**config.mk**
```make
export PLATFORM = sky130hd
export DESIGN_NAME = pipe_ctrl
export DESIGN_NICKNAME = d
export VERILOG_FILES = /design/src/rtl/pipe_ctrl.sv
export SDC_FILE = /design/constraint.sdc
export NUM_CORES = 1
export LEC_CHECK = 0
export ABC_AREA = 1
export CORE_ASPECT_RATIO = 1.2
export CORE_UTILIZATION = 31
export CTS_BUF_LIST = sky130_fd_sc_hd__clkbuf_4 sky130_fd_sc_hd__clkbuf_8 sky130_fd_sc_hd__clkbuf_16
export CTS_CLUSTER_DIAMETER = 60
export DETAILED_ROUTE_END_ITERATION = 8
export GPL_ROUTABILITY_DRIVEN = 1
export GPL_TIMING_DRIVEN = 0
export PLACE_DENSITY_LB_ADDON = 0.25
export SYNTH_ARGS = -nofsm -noshare
export SYNTH_HDL_FRONTEND = slang
export SYNTH_SLANG_ARGS = --single-unit
```
**constraint.sdc**
```tcl
create_clock -name clk -period 1.53 [get_ports clk]
set_clock_uncertainty 0.1 [all_clocks]
set_input_delay 0.306 -clock clk [delete_from_list [all_inputs] [get_ports clk]]
set_output_delay 0.306 -clock clk [all_outputs]
set_load 0.005 [all_outputs]
```
**src/rtl/pipe_ctrl.sv**
```systemverilog
// pipe_ctrl: pipeline stall/flush controller for the five-stage core.
// It merges three requests into the per-stage stall vector:
//   - the load-use stall request from decode,
//   - multi-cycle EX sequencing, driven by an internal down-counter,
//   - exception flushes from MEM, which redirect the PC.
// Optional feature macro: PIPE_CTRL_PERF_EN adds stall/flush performance counters.
module pipe_ctrl #(
    parameter int unsigned MCYC_LEN   = 4,
    parameter logic [31:0] EXC_VECTOR = 32'h0000_0020
) (
    input  logic        clk,
    input  logic        rst,
    input  logic        stallreq_id,
    input  logic        mc_start_ex,
    input  logic        exc_req_mem,
    output logic [5:0]  stall_o,
    output logic        flush_o,
    output logic [31:0] new_pc_o,
    output logic        busy_o
`ifdef PIPE_CTRL_PERF_EN
    ,
    output logic [31:0] stall_cycles_o,
    output logic [15:0] flush_cnt_o
`endif
);

    localparam int unsigned   CNT_W    = $clog2(MCYC_LEN);
    localparam logic [CNT_W-1:0] CNT_LOAD = CNT_W'(MCYC_LEN - 2);
    localparam logic [5:0]    STALL_MC = 6'b001111;
    localparam logic [5:0]    STALL_LU = 6'b000111;

    typedef enum logic {
        IDLE = 1'b0,
        MC   = 1'b1
    } state_e;

    state_e           state_q;
    logic [CNT_W-1:0] cnt_q;
    logic             rel_q;

    // Sequencing state. Exceptions abort any op in flight. The release flag
    // marks the cycle in which the finished op is still sitting in EX.
    always_ff @(posedge clk or negedge rst) begin
        if (!rst) begin
            state_q <= IDLE;
            cnt_q   <= '0;
            rel_q   <= 1'b0;
        end else begin
            rel_q <= 1'b0;
            if (exc_req_mem) begin
                state_q <= IDLE;
                cnt_q   <= '0;
            end else if (state_q == MC) begin
                if (cnt_q == CNT_W'(1)) begin
                    state_q <= IDLE;
                    rel_q   <= 1'b1;
                end else begin
                    cnt_q <= cnt_q - CNT_W'(1);
                end
            end else if (mc_start_ex && !rel_q) begin
                if (MCYC_LEN > 2) begin
                    state_q <= MC;
                    cnt_q   <= CNT_LOAD;
                end else begin
                    rel_q <= 1'b1;
                end
            end
        end
    end

    // Zero-latency responses, decoded in priority order; forced low in reset.
    always_comb begin
        stall_o  = '0;
        flush_o  = 1'b0;
        new_pc_o = '0;
        busy_o   = 1'b0;
        if (rst) begin
            busy_o = (state_q == MC);
            if (exc_req_mem) begin
                flush_o  = 1'b1;
                new_pc_o = EXC_VECTOR;
            end else if (state_q == MC) begin
                stall_o = STALL_MC;
            end else if (mc_start_ex && !rel_q) begin
                stall_o = STALL_MC;
            end else if (stallreq_id) begin
                stall_o = STALL_LU;
            end
        end
    end

`ifdef PIPE_CTRL_PERF_EN
    // Performance counters: stall cycles wrap, flush count saturates.
    always_ff @(posedge clk or negedge rst) begin
        if (!rst) begin
            stall_cycles_o <= '0;
            flush_cnt_o    <= '0;
        end else begin
            if (stall_o != 6'b0) begin
                stall_cycles_o <= stall_cycles_o + 32'd1;
            end
            if (flush_o && (flush_cnt_o != 16'hFFFF)) begin
                flush_cnt_o <= flush_cnt_o + 16'd1;
            end
        end
    end
`endif

endmodule

```
### After elaboration in Yosys (flattened, before gate mapping)

Cells that the tools add are included.

* bits of input ports: 5
* flip-flop bits (word level): 4

* muxes and demuxes: 21
* equal/unequal tests: 2
* $add $sub $neg: 1
* reductions and logical operators: 4

Operator list (count)
* $mux 4: 4
* $mux 6: 2
* $mux 1: 10
* $mux 2: 4
* $mux 3: 1
* $ne 3x3->1 const B: 1
* $reduce_bool 3->1: 1
* $eq 2x1->1 const B: 1
* $reduce_and 2->1: 1
* $sub 2x1->2 const B: 1
* $logic_and 1x1->1: 1
* $logic_not 1->1: 1

### Longest topological paths before layout

* depth after elaboration: 6
* mapped depth: 6
* depth with buffers taken out: 6

### Worst setup path after synthesis

No wires, ideal clock.

* path type: register to output
* start: register state_q
* end: output port stall_o[1]
* arrival: 0.915 ns
* stages on the path, launching flop included: 6
* buffers on the path: 1
* setup slack: 0.209 ns
* cell sequence: dfrtp_1 a21oi_1 nand2_1 nand2_1 inv_1 buf_4

* longest elaborated chain between the ends: 3

RTL lines
* from (decl): RTL line 37 `state_e state_q;`
* from (signal assigned): RTL line 45 `state_q <= IDLE;`
* from (signal assigned): RTL line 51 `state_q <= IDLE;`
* from (signal assigned): RTL line 55 `state_q <= IDLE;`
* $mux 4: RTL line 82 `end else if (state_q == MC) begin`
* $mux 4: RTL line 79 `if (exc_req_mem) begin`
* $mux 4: RTL line 77 `if (rst) begin`
* to (decl): RTL line 16 `output logic [5:0] stall_o,`

Every way passes these cells.

### Worst setup path after layout

* start: register state_q
* end: output port stall_o[2]

Same word-level chain as after synthesis.

==> results.sh <==
export IMPL_wl_per_cell_um=5.68
export IMPL_fmax_mhz=630
export IMPL_htreeDepth=1
export IMPL_drt_iter0_drc=0
export IMPL_final_cell_area_um2=843
export IMPL_crit_arrival_ns=1.18
export IMPL_clk_insertion_delay_late_ns=0.23
export IMPL_synth_top_family_by_area="buffers and inverters"
export IMPL_cts_root_buffer="clkbuf_4"
export IMPL_pin_count=45
export IMPL_synth_xor_area_frac=0
export IMPL_synth_ff_type="dfrtp_1"
export IMPL_core_rowCount=16
export IMPL_yosysTopAreaCell="buf_4"
export IMPL_ys_seq_area_frac=0.188
export IMPL_ys_ff_latch=4
export IMPL_dieWidth_um=39.8
export IMPL_port_buffers=11
export IMPL_synth_area_um2=532
export IMPL_synth_simple_area_share=0.184
export IMPL_first_pass_iters=1
export IMPL_synth_compound_area_frac=0.0188
export IMPL_path_max_fanout=3
export IMPL_cp_required_ns=1.12
export IMPL_numCtsBuffers=3
export IMPL_cts_clk_slew_worst_paths_ns=0.04
export IMPL_synthTopCellsByArea="buf_4 51%, dfrtp_1 19%, nand2_1 8.5%"
export IMPL_fin_nets=134
export IMPL_grt_pass1_wl_mm=1.21
export IMPL_critPathCapture="stall_o[2]"
export IMPL_worst_slack_ns=-0.0566
export IMPL_async_flop_share=1.00
export IMPL_dpl_hpwl_um=691
export IMPL_critPathLaunchType="register"
export IMPL_hold_path_class="input port to register"
export IMPL_route_final_wire_length_um=818
export IMPL_critPathKind="register to output pin"
export IMPL_synth_area_per_cell_um2=7.00
export IMPL_dp_cells=137
export IMPL_crit_start="state_q"
export IMPL_violations="setup timing"
export IMPL_synthAdderAreaFrac=0.0235
export IMPL_finalCritPeriodShare=1.04
export IMPL_clock_sinks=4
export IMPL_die_y_um=47.4
export IMPL_grt_pass1_vias=324
export IMPL_core_area_mm2=0.00162
export IMPL_final_antenna_net_count=0
export IMPL_ff2ff_path_depth=5
export IMPL_slew_viol_final=0
export IMPL_hold_violations=0
export IMPL_setup_viol=2
export IMPL_drv_cap=0
export IMPL_endpoint_kind="output pin"
export IMPL_finalCoreUtilization=0.520
export IMPL_worst_ir_drop_vdd_mv=0.263
export IMPL_ys_warn_count=0
export IMPL_ys_types=12
export IMPL_diodes=0
export IMPL_synth_most_common_cell="buf_4"
export IMPL_die_area_mm2=0.00189
export IMPL_netlist_area_leader_share=0.508
export IMPL_finalPower_mw=0.421
export IMPL_ctsLongestPathBuffers=2
export IMPL_leakage_nw=0.583
export IMPL_grt_max_degree=7
export IMPL_place_area_um2=785
export IMPL_antenna_found_initial=0
export IMPL_gp_congestion=0.658
export IMPL_rsz0062_at_grt="true"
export IMPL_drc=0
export IMPL_fillers=172
export IMPL_avgViaCountPerCell=3.18
export IMPL_layout_area_overhead_vs_synth_pct=58.6
export IMPL_rr_endpoint="cnt_q[1]"
export IMPL_grt_ovfl_total=0
export IMPL_num_vias=458
export IMPL_muxShareOfSynthArea=0
export IMPL_drive_gt1_frac=0.429
export IMPL_reg2reg_slack_ns=0.40
export IMPL_outcome="complete, but fails checks"
export IMPL_fin_crit_ns=1.59
export IMPL_initial_core_util=0.328
export IMPL_synthTopCellsByCount="36 x buf_4, 12 x nand2_1, 10 x inv_1"
export IMPL_tritoncts="done"
export IMPL_final_cells=144
export IMPL_r2r_start="cnt_q[0]"
export IMPL_synth_edff_count=0
export IMPL_track_usage=0.0983
export IMPL_power_density_mw_per_mm2=499
export IMPL_syn_inst=76
-- cells by family after synthesis --
| family | after synthesis |
|---|---|
| AO/OA/AOI/OAI | 2 |
| adder cells (fa/ha/maj) | 1 |
| buffers and inverters | 46 |
| flip-flops | 4 |
| other | 1 |
| AND/OR/NAND/NOR | 22 |
-- flip-flops by register name (all words and copies together), names as in the netlist --
register / count
cnt_q: 2
rel_q: 1
state_q: 1
-- area by class of cell --
| class | instances | area (um^2) | area share |
|---|---|---|---|
| plain buffers | 36 | 278 | 0.329 |
| clock buffers | 3 | 22.5 | 0.0267 |
| inverters | 10 | 37.5 | 0.0445 |
| multi-input cells | 58 | 248 | 0.294 |
| flip-flops and latches | 4 | 101 | 0.120 |
| well taps | 18 | 22.5 | 0.0267 |
| repair buffers | 15 | 134 | 0.159 |
-- cells in the final DEF (no fill, tap or decap), types with 3 or more instances in the layout --
cell      synthesis  layout
dfrtp_1           4       3
nand2_1          12      12
clkbuf_4          0       3
buf_6             0       5
nor2_1            4       4
buf_4            36      38
conb_1            1      33
inv_1            10       9
-- where the power goes --
| part | internal (mW) | total, mW | switching (mW) |
|---|---|---|---|
| Combinational | 0.104 | 0.173 | 0.0691 |
| Clock | 0.0875 | 0.127 | 0.0391 |
| Sequential | 0.115 | 0.121 | 0.00591 |
-- metal layers --
metal / routed length, um / vias up / part of all wire / GRT usage
met3: 119 / 0 / 0.15 / 0.0379
li1: - / 256 / - / -
met1: 291 / 174 / 0.36 / 0.0870
met2: 407 / 28 / 0.50 / 0.170
met4: 0 / 0 / 0 / 0.0828
met5: 0 / - / 0 / 0
-- worst min path at each step --
| stage | to | startpoint | cells after the start |
|---|---|---|---|
| CTS | cnt_q[1] | exc_req_mem | 4 |
| floorplan | cnt_q[0] | rst | 0 |
| finish | cnt_q[1] | exc_req_mem | 4 |
| global placement | cnt_q[1] | cnt_q[1] | 2 |
| detailed placement | cnt_q[1] | cnt_q[1] | 2 |
| global route | cnt_q[1] | exc_req_mem | 4 |
-- critical path: stages, from the launching register on --
cell and delay [ns]:
dfrtp_2 0.41, a21oi_2 0.14, nand2_1 0.07, nand2_1 0.08, inv_2 0.05, buf_6 0.11, buf_6 0.10
-- through the flow --
step,setup TNS [ns],hold slack [ns],setup WS (ns)
2_1_floorplan,0,-0.0896,0.209
5_1_grt,-0.391,0.304,-0.127
4_1_cts,-0.115,0.276,-0.0606
3_3_place_gp,-4.08,0.364,-0.703
3_5_place_dp,-4.33,0.375,-0.759
6_report,-0.112,0.285,-0.0566
-- timing repair --
item                                   in CTS  in global routing
gates resized for setup                    33                  4
setup endpoints to repair                   7                  5
setup buffers                               3                  0
hold buffers                                1                  0
endpoints found under the hold margin       4                  0
pin swaps                                   2                  2
(Power assumes the default switching activity.)
